===== src/rtl/ola_pkg.sv =====
// Shared definitions for the overlap-add synthesis datapath: frame geometry,
// FSM state encoding and the saturating clamp reused by datapath adders.
package ola_pkg;

  localparam int DATA_WIDTH = 32;
  localparam int FRAME_LEN  = 128;
  localparam int HOP        = FRAME_LEN / 2;
  localparam int IDX_W      = $clog2(FRAME_LEN);
  localparam int HOP_AW     = $clog2(HOP);

  typedef enum logic [1:0] {
    S_HEAD  = 2'd0,
    S_TAIL  = 2'd1,
    S_FLUSH = 2'd2
  } state_e;

  // Clamp a (W+1)-bit two's-complement sum to W bits; the top two bits
  // disagree exactly when the sum left the W-bit range.
  function automatic logic [DATA_WIDTH-1:0] sat_add(input logic [DATA_WIDTH:0] s);
    logic [DATA_WIDTH-1:0] r;
    if (s[DATA_WIDTH] == s[DATA_WIDTH-1]) r = s[DATA_WIDTH-1:0];
    else if (!s[DATA_WIDTH])              r = {1'b0, {(DATA_WIDTH-1){1'b1}}};
    else                                  r = {1'b1, {(DATA_WIDTH-1){1'b0}}};
    return r;
  endfunction

endpackage


===== src/rtl/ola_synth_if.sv =====
// Sample-in / sample-out handshake bundle of the overlap-add stage.
interface ola_synth_if;
  import ola_pkg::*;

  logic                  in_valid;
  logic                  in_ready;
  logic [DATA_WIDTH-1:0] in_data;
  logic                  flush;
  logic                  out_valid;
  logic                  out_ready;
  logic [DATA_WIDTH-1:0] out_data;
  logic                  frame_done;
  logic                  busy;

  modport master (
    output in_valid, in_data, flush, out_ready,
    input  in_ready, out_valid, out_data, frame_done, busy
  );

  modport slave (
    input  in_valid, in_data, flush, out_ready,
    output in_ready, out_valid, out_data, frame_done, busy
  );
endinterface


===== src/rtl/ola_tail_ram.sv =====
// HOP-deep store for the second half of the previous frame: one synchronous
// write port, one asynchronous read port.
module ola_tail_ram
  import ola_pkg::*;
(
  input  logic                  clk,
  input  logic                  we_i,
  input  logic [HOP_AW-1:0]     waddr_i,
  input  logic [DATA_WIDTH-1:0] wdata_i,
  input  logic [HOP_AW-1:0]     raddr_i,
  output logic [DATA_WIDTH-1:0] rdata_o
);

  logic [DATA_WIDTH-1:0] mem_q [HOP];

  // NOTE: storage deliberately has no reset; tail_valid in the parent masks
  // stale contents, so clearing 64 words would only cost reset fan-out.
  always_ff @(posedge clk) begin
    if (we_i) mem_q[waddr_i] <= wdata_i;
  end

  assign rdata_o = mem_q[raddr_i];

endmodule


===== src/rtl/ola_synth.sv =====
// Overlap-add synthesis: sums each frame's head with the stored tail of the
// previous frame, emits HOP saturated samples per frame, and can drain the tail.
module ola_synth
  import ola_pkg::*;
(
  input  logic      clk,
  input  logic      rst_n,
  ola_synth_if.slave bus
);

  state_e                state_q, state_d;
  logic [IDX_W-1:0]      idx_q, idx_d;
  logic [HOP_AW-1:0]     f_q, f_d;
  logic                  tail_valid_q, tail_valid_d;
  logic                  out_valid_q, out_valid_d;
  logic [DATA_WIDTH-1:0] out_data_q, out_data_d;
  logic                  frame_done_q, frame_done_d;

  logic                  rdy, accept, flush_go, out_free, wr_en;
  logic [HOP_AW-1:0]     rd_addr;
  logic [DATA_WIDTH-1:0] rd_data, addend;
  logic [DATA_WIDTH:0]   sum;

  ola_tail_ram u_tail (
    .clk     (clk),
    .we_i    (wr_en),
    .waddr_i (idx_q[HOP_AW-1:0]),
    .wdata_i (bus.in_data),
    .raddr_i (rd_addr),
    .rdata_o (rd_data)
  );

  // Flush wins over a simultaneous input at the frame boundary.
  always_comb begin
    out_free = !out_valid_q || bus.out_ready;
    flush_go = (state_q == S_HEAD) && (idx_q == '0) && bus.flush && tail_valid_q;
    unique case (state_q)
      S_HEAD:  rdy = out_free && !flush_go;
      S_TAIL:  rdy = 1'b1;
      default: rdy = 1'b0;
    endcase
  end

  assign accept = bus.in_valid && rdy;
  assign addend = tail_valid_q ? rd_data : '0;
  assign sum    = {bus.in_data[DATA_WIDTH-1], bus.in_data} + {addend[DATA_WIDTH-1], addend};

  // NOTE: every signal driven here is defaulted first so no path leaves one
  // unassigned, which would otherwise infer a latch.
  always_comb begin
    state_d      = state_q;
    idx_d        = idx_q;
    f_d          = f_q;
    tail_valid_d = tail_valid_q;
    out_valid_d  = out_valid_q && !bus.out_ready;
    out_data_d   = out_data_q;
    frame_done_d = 1'b0;
    wr_en        = 1'b0;
    rd_addr      = idx_q[HOP_AW-1:0];

    unique case (state_q)
      S_HEAD: begin
        if (flush_go) begin
          state_d = S_FLUSH;
          f_d     = '0;
        end else if (accept) begin
          out_valid_d = 1'b1;
          out_data_d  = sat_add(sum);
          idx_d       = idx_q + 1'b1;
          if (idx_q == IDX_W'(HOP - 1)) state_d = S_TAIL;
        end
      end
      S_TAIL: begin
        if (accept) begin
          wr_en = 1'b1;
          idx_d = idx_q + 1'b1;
          if (idx_q == IDX_W'(FRAME_LEN - 1)) begin
            state_d      = S_HEAD;
            tail_valid_d = 1'b1;
            frame_done_d = 1'b1;
          end
        end
      end
      S_FLUSH: begin
        rd_addr = f_q;
        if (out_free) begin
          out_valid_d = 1'b1;
          out_data_d  = rd_data;
          f_d         = f_q + 1'b1;
          if (f_q == HOP_AW'(HOP - 1)) begin
            tail_valid_d = 1'b0;
            state_d      = S_HEAD;
          end
        end
      end
      default: state_d = S_HEAD;
    endcase
  end

  // NOTE: state registers use non-blocking assignments so every flop samples
  // pre-edge values regardless of block ordering.
  always_ff @(posedge clk or negedge rst_n) begin
    if (!rst_n) begin
      state_q      <= S_HEAD;
      idx_q        <= '0;
      f_q          <= '0;
      tail_valid_q <= 1'b0;
      out_valid_q  <= 1'b0;
      out_data_q   <= '0;
      frame_done_q <= 1'b0;
    end else begin
      state_q      <= state_d;
      idx_q        <= idx_d;
      f_q          <= f_d;
      tail_valid_q <= tail_valid_d;
      out_valid_q  <= out_valid_d;
      out_data_q   <= out_data_d;
      frame_done_q <= frame_done_d;
    end
  end

  assign bus.in_ready   = rdy && rst_n;
  assign bus.out_valid  = out_valid_q;
  assign bus.out_data   = out_data_q;
  assign bus.frame_done = frame_done_q;
  assign bus.busy       = (idx_q != '0) || (state_q == S_FLUSH);

endmodule


===== src/flat_wrapper.sv =====
// flat-port wrapper written by rule: the top's interface ports become plain ports
module ola_synth_flat import ola_pkg::*;
  (clk, rst_n, bus_in_valid, bus_in_data, bus_flush, bus_out_ready, bus_in_ready, bus_out_valid, bus_out_data, bus_frame_done, bus_busy);
  ola_synth_if bus_i ();
  input  logic clk;
  input  logic rst_n;
  input wire logic [$bits(bus_i.in_valid)-1:0] bus_in_valid;
  input wire logic [$bits(bus_i.in_data)-1:0] bus_in_data;
  input wire logic [$bits(bus_i.flush)-1:0] bus_flush;
  input wire logic [$bits(bus_i.out_ready)-1:0] bus_out_ready;
  output wire logic [$bits(bus_i.in_ready)-1:0] bus_in_ready;
  output wire logic [$bits(bus_i.out_valid)-1:0] bus_out_valid;
  output wire logic [$bits(bus_i.out_data)-1:0] bus_out_data;
  output wire logic [$bits(bus_i.frame_done)-1:0] bus_frame_done;
  output wire logic [$bits(bus_i.busy)-1:0] bus_busy;
  assign bus_i.in_valid = bus_in_valid;
  assign bus_i.in_data = bus_in_data;
  assign bus_i.flush = bus_flush;
  assign bus_i.out_ready = bus_out_ready;
  assign bus_in_ready = bus_i.in_ready;
  assign bus_out_valid = bus_i.out_valid;
  assign bus_out_data = bus_i.out_data;
  assign bus_frame_done = bus_i.frame_done;
  assign bus_busy = bus_i.busy;
  ola_synth u_core (.clk(clk), .rst_n(rst_n), .bus(bus_i));
endmodule

===== config.mk =====
export PLATFORM = sky130hd
export DESIGN_NAME = ola_synth_flat
export DESIGN_NICKNAME = d
export VERILOG_FILES = /design/src/rtl/ola_pkg.sv /design/src/rtl/ola_synth_if.sv /design/src/rtl/ola_tail_ram.sv /design/src/rtl/ola_synth.sv /design/src/flat_wrapper.sv
export SDC_FILE = /design/constraint.sdc
export NUM_CORES = 2
export LEC_CHECK = 0
export BUFFER_PORTS_ARGS = -buffer_cell sky130_fd_sc_hd__buf_2
export CAP_MARGIN = 30
export CELL_PAD_IN_SITES_DETAIL_PLACEMENT = 0
export CELL_PAD_IN_SITES_GLOBAL_PLACEMENT = 1
export CORE_AREA = 2 2 396 398
export CTS_CLUSTER_DIAMETER = 60
export DETAILED_ROUTE_END_ITERATION = 12
export DIE_AREA = 0 0 398 400
export PLACE_DENSITY_LB_ADDON = 0.1
export SETUP_SLACK_MARGIN = 0.5
export SLEW_MARGIN = 0
export SYNTH_ARGS = -nofsm -noshare
export SYNTH_HDL_FRONTEND = slang
export SYNTH_SLANG_ARGS = --single-unit

===== constraint.sdc =====
create_clock -name clk -period 7 [get_ports clk]
set_input_delay 1.05 -clock clk [delete_from_list [all_inputs] [get_ports clk]]
set_output_delay 1.05 -clock clk [all_outputs]
set_load 0.01 [all_outputs]

==> impl_metrics.toml <==
[worst_setup_path]
critPathTopFamily = "compound AO/OA/AOI/OAI gates"
end_kind = "flop"
start_kind = "flop"
worstPathCellList = "nor2b_4 > buf_4 > mux2_8 > buf_16 > mux2i_1 > a32oi_1 > a31oi_1 > or4_1 > a2111oi_2 > buf_4 > and2_1 > ha_1 > nor2_1 > o21ai_0 > a21oi_1 > buf_4 > nor4b_1 > buf_4 > o2111ai_1 > and2_1 > a211o_1 > buf_4 > a21o_1 > o221a_2"
r2r_slack_ns = 0.71
crit_slowest_cell = "or4_1"
ff2ff_path_depth = 24
crit_top_cell = "buf_4"
path_buf_inv = 6
cp.required_ns = 7.69
max_stage_delay_ns = 0.71
arrival_ns = 6.98
critPathMaxFanout = 62
r2r-start = "u_core.state_q[0]$_DFFE_PN0P_"
r2r_end = "u_core.bus.out_data[1]$_DFFE_PN0P_"
critical_path_class = "reg -> reg"

[place]
place_congestion = 0.9176
place_ws_ns = 0.3493
hpwl_um = 147200
portBuffers = 72

[sta]
rsz0062_at_grt = "no"
tightestPinTransition_ns = 1.076
relSlewSlack_pct = 28.08
timing.final.ws_setup_ns = 0.7116
setup_tns_ns = 0
hold-worst-slack_ns = 0.3731
slew_viol_final = 0
finalHoldViolCount = 0
setup_violations = 0
max_freq_ghz = 0.1590
post-route-min-period_ns = 6.288
finalCritPeriodShare_pct = 89.83
fin_worst_skew_ns = 0.03311

[drt]
drc = 0
antenna_left = 0
drt_pass1_iterations = 6
vias_per_cell = 6.389
post_drt_wl_per_cell_um = 32.42
drt-total-wl_um = 256300
drtIter0Drc = 6149
num_vias = 50513

[clocking]
cts_buffers = 208
clk_pin_slew_ns = 0.06
cts_buffer_depth = 3
clk_latency_ns = 0.83
root_buffer = "clkbuf_16"
cts_max_level = 4
cts_sinks = 2098
cts_tree = "yes"

[logic_synthesis]
netlist_area_mm2 = 0.08324
syn_nets = 5540
syn_inst = 5467
syn_area_per_cell_um2 = 15.23
synth_edf_count = 2048
yosysWarnings = 0
synth.distinct_cells = 66
yosys_register_bits = 2098
synthArstFlopShare_pct = 2.383
dominantRegCellSynth = "edfxtp_1"
seq_area_frac_synth_pct = 75.39

[global_routing]
antenna_found_initial = 6
overflow = 0
grt_max_degree = 98
grt_pass1_vias = 48229
grt.total_usage_pct = 32.10
grt_pass1_wl_um = 359600

[outcome]
status = "finished clean"

[power]
powerDensity_mw_per_mm2 = 389.2
max-vdd-ir-drop_mv = 0.3077
leakage_nw = 31.43

[flow_run]
maxCapViolCount = 0

[final_layout]
drive_gt1_share_pct = 14.16
finalNetCount = 5754
fill_cells = 11681
area_growth_pct = 13.43

[die]
fp.dieW_um = 398
dieHeight_um = 400
fp-row-count = 145
coreArea_mm2 = 0.1551
io_pins = 73
start_util_pct = 53.66
die_area_mm2 = 0.1592

[worst_hold_path]
hold_path.class = "in -> async"
-- state kept, by name, summed over array words and instances, names as in the netlist --
name                   flops
u_core.bus.frame_done      1
u_core.bus.out_data       32
u_core.bus.out_valid       1
u_core.f_q                 6
u_core.idx_q               7
u_core.state_q             2
u_core.tail_valid_q        1
u_core.u_tail.mem_q     2048
-- cells in the final DEF (no fill, tap or decap), types with 26 or more instances in the layout --
cell type / count
edfxtp_1: 2048
nand2_1: 1149
nand3_1: 363
mux2i_1: 300
clkbuf_16: 215
buf_4: 211
a32oi_1: 182
a31oi_1: 165
nor2_1: 124
mux4_2: 87
a21oi_1: 74
buf_2: 73
nor2_4: 69
o21ai_0: 60
o22ai_1: 60
a221oi_1: 58
clkinv_1: 54
clkbuf_1: 54
dfrtp_1: 48
buf_12: 42
ha_1: 35
and2_1: 34
clkinv_2: 32
a2111oi_2: 27
or4_1: 26
-- metrics by stage --
stage | power [W] | utilization, % | cell area (um2) | std cells
after floorplan | 0.02131 | - | 83240 | 5467
final | 0.03675 | 60.87 | 94410 | 7906
after detailed placement | 0.02631 | 56.66 | 87890 | 7515
after CTS | 0.03668 | 60.74 | 94220 | 7894
after global routing | 0.03794 | 60.86 | 94410 | 7904
after global placement | 0.02621 | 56.42 | 87520 | 7499
-- report_power, final --
| group | total [W] | leakage, nW | internal (W) | switching, W |
|---|---|---|---|---|
| Sequential | 0.0146 | 19.0 | 0.0143 | 0.000255 |
| Combinational | 0.0117 | 9.35 | 0.00381 | 0.00784 |
| Clock | 0.0105 | 3.08 | 0.00588 | 0.00463 |
-- area by class of cell --
cell class	count	area [um2]	share of cell area, %
well taps	2058	2575	2.727
diodes	2	5.005	0.005301
clock inverters	105	708.2	0.7501
repair buffers	343	3191	3.379
inverters	12	45.04	0.04771
flip-flops and latches	2098	62750	66.47
multi-input cells	3018	19550	20.71
clock buffers	270	5585	5.916
-- Yosys cell counts, types with 7 or more instances --
master / instances / area, um2
clkbuf_1: 185 / 694.4
o21bai_1: 7 / 52.55
nor3_1: 9 / 45.04
a311oi_1: 18 / 157.7
a32oi_1: 182 / 1594
xor2_1: 12 / 105.1
buf_4: 34 / 255.2
a2111oi_2: 28 / 420.4
edfxtp_1: 2048 / 61500
nand2b_1: 8 / 50.05
or4_1: 30 / 225.2
nand4_1: 15 / 93.84
o21ai_0: 61 / 305.3
nor2_1: 191 / 716.9
nand2_1: 1151 / 4320
and3_1: 11 / 68.82
inv_1: 11 / 41.29
buf_2: 88 / 440.4
nor3b_1: 7 / 52.55
dfrtp_1: 50 / 1251
nand3_1: 363 / 1817
buf_1: 25 / 93.84
a21o_1: 16 / 120.1
ha_1: 35 / 437.9
o22ai_1: 60 / 375.4
a221oi_1: 58 / 508.0
or3_1: 7 / 43.79
a211oi_1: 9 / 67.56
and2_1: 34 / 212.7
a21oi_1: 74 / 370.4
xnor2_1: 22 / 192.7
a31oi_1: 165 / 1032
mux2i_1: 301 / 3013
mux4_2: 87 / 1959
-- worst max-delay path by stage --
stage                                              from                                   to  slack (ns)  cells past startpoint
final                     u_core.state_q[0]$_DFFE_PN0P_   u_core.bus.out_data[1]$_DFFE_PN0P_        0.71                     24
after floorplan           u_core.state_q[0]$_DFFE_PN0P_  u_core.bus.out_data[19]$_DFFE_PN0P_        1.97                     26
after CTS                 u_core.state_q[1]$_DFFE_PN0P_   u_core.bus.out_data[1]$_DFFE_PN0P_        0.56                     22
after global placement    u_core.state_q[1]$_DFFE_PN0P_  u_core.bus.out_data[19]$_DFFE_PN0P_        0.42                     24
after global routing      u_core.state_q[0]$_DFFE_PN0P_   u_core.bus.out_data[1]$_DFFE_PN0P_        0.54                     25
after detailed placement  u_core.state_q[1]$_DFFE_PN0P_   u_core.bus.out_data[1]$_DFFE_PN0P_        0.35                     22
-- layer usage --
layer  share of wire, %  global-route usage [%]
met5              0.094                  0.3329
met4                3.7                   11.51
met3                8.6                   5.444
met2                 47                   50.60
met1                 40                   45.40
-- timing repair --
| action | CTS | global route |
|---|---|---|
| endpoints found under the setup margin | 31 | 31 |
| gates cloned | 0 | 1 |
| pin swaps | 0 | 0 |
| hold buffers | 0 | 0 |
| gates resized for setup | 2 | 20 |
| setup buffers | 4 | 9 |
-- cells by family after synthesis --
kind of cell    Yosys count  synth area share, %
buf+inv                 351                1.918
flops                  2098                75.39
compound gates          706                6.289
xor+xnor                 34               0.3578
mux                     395                6.116
simple gates           1847                9.380
fa+ha+maj                36               0.5502
Power figures use the tool's default switching activity.
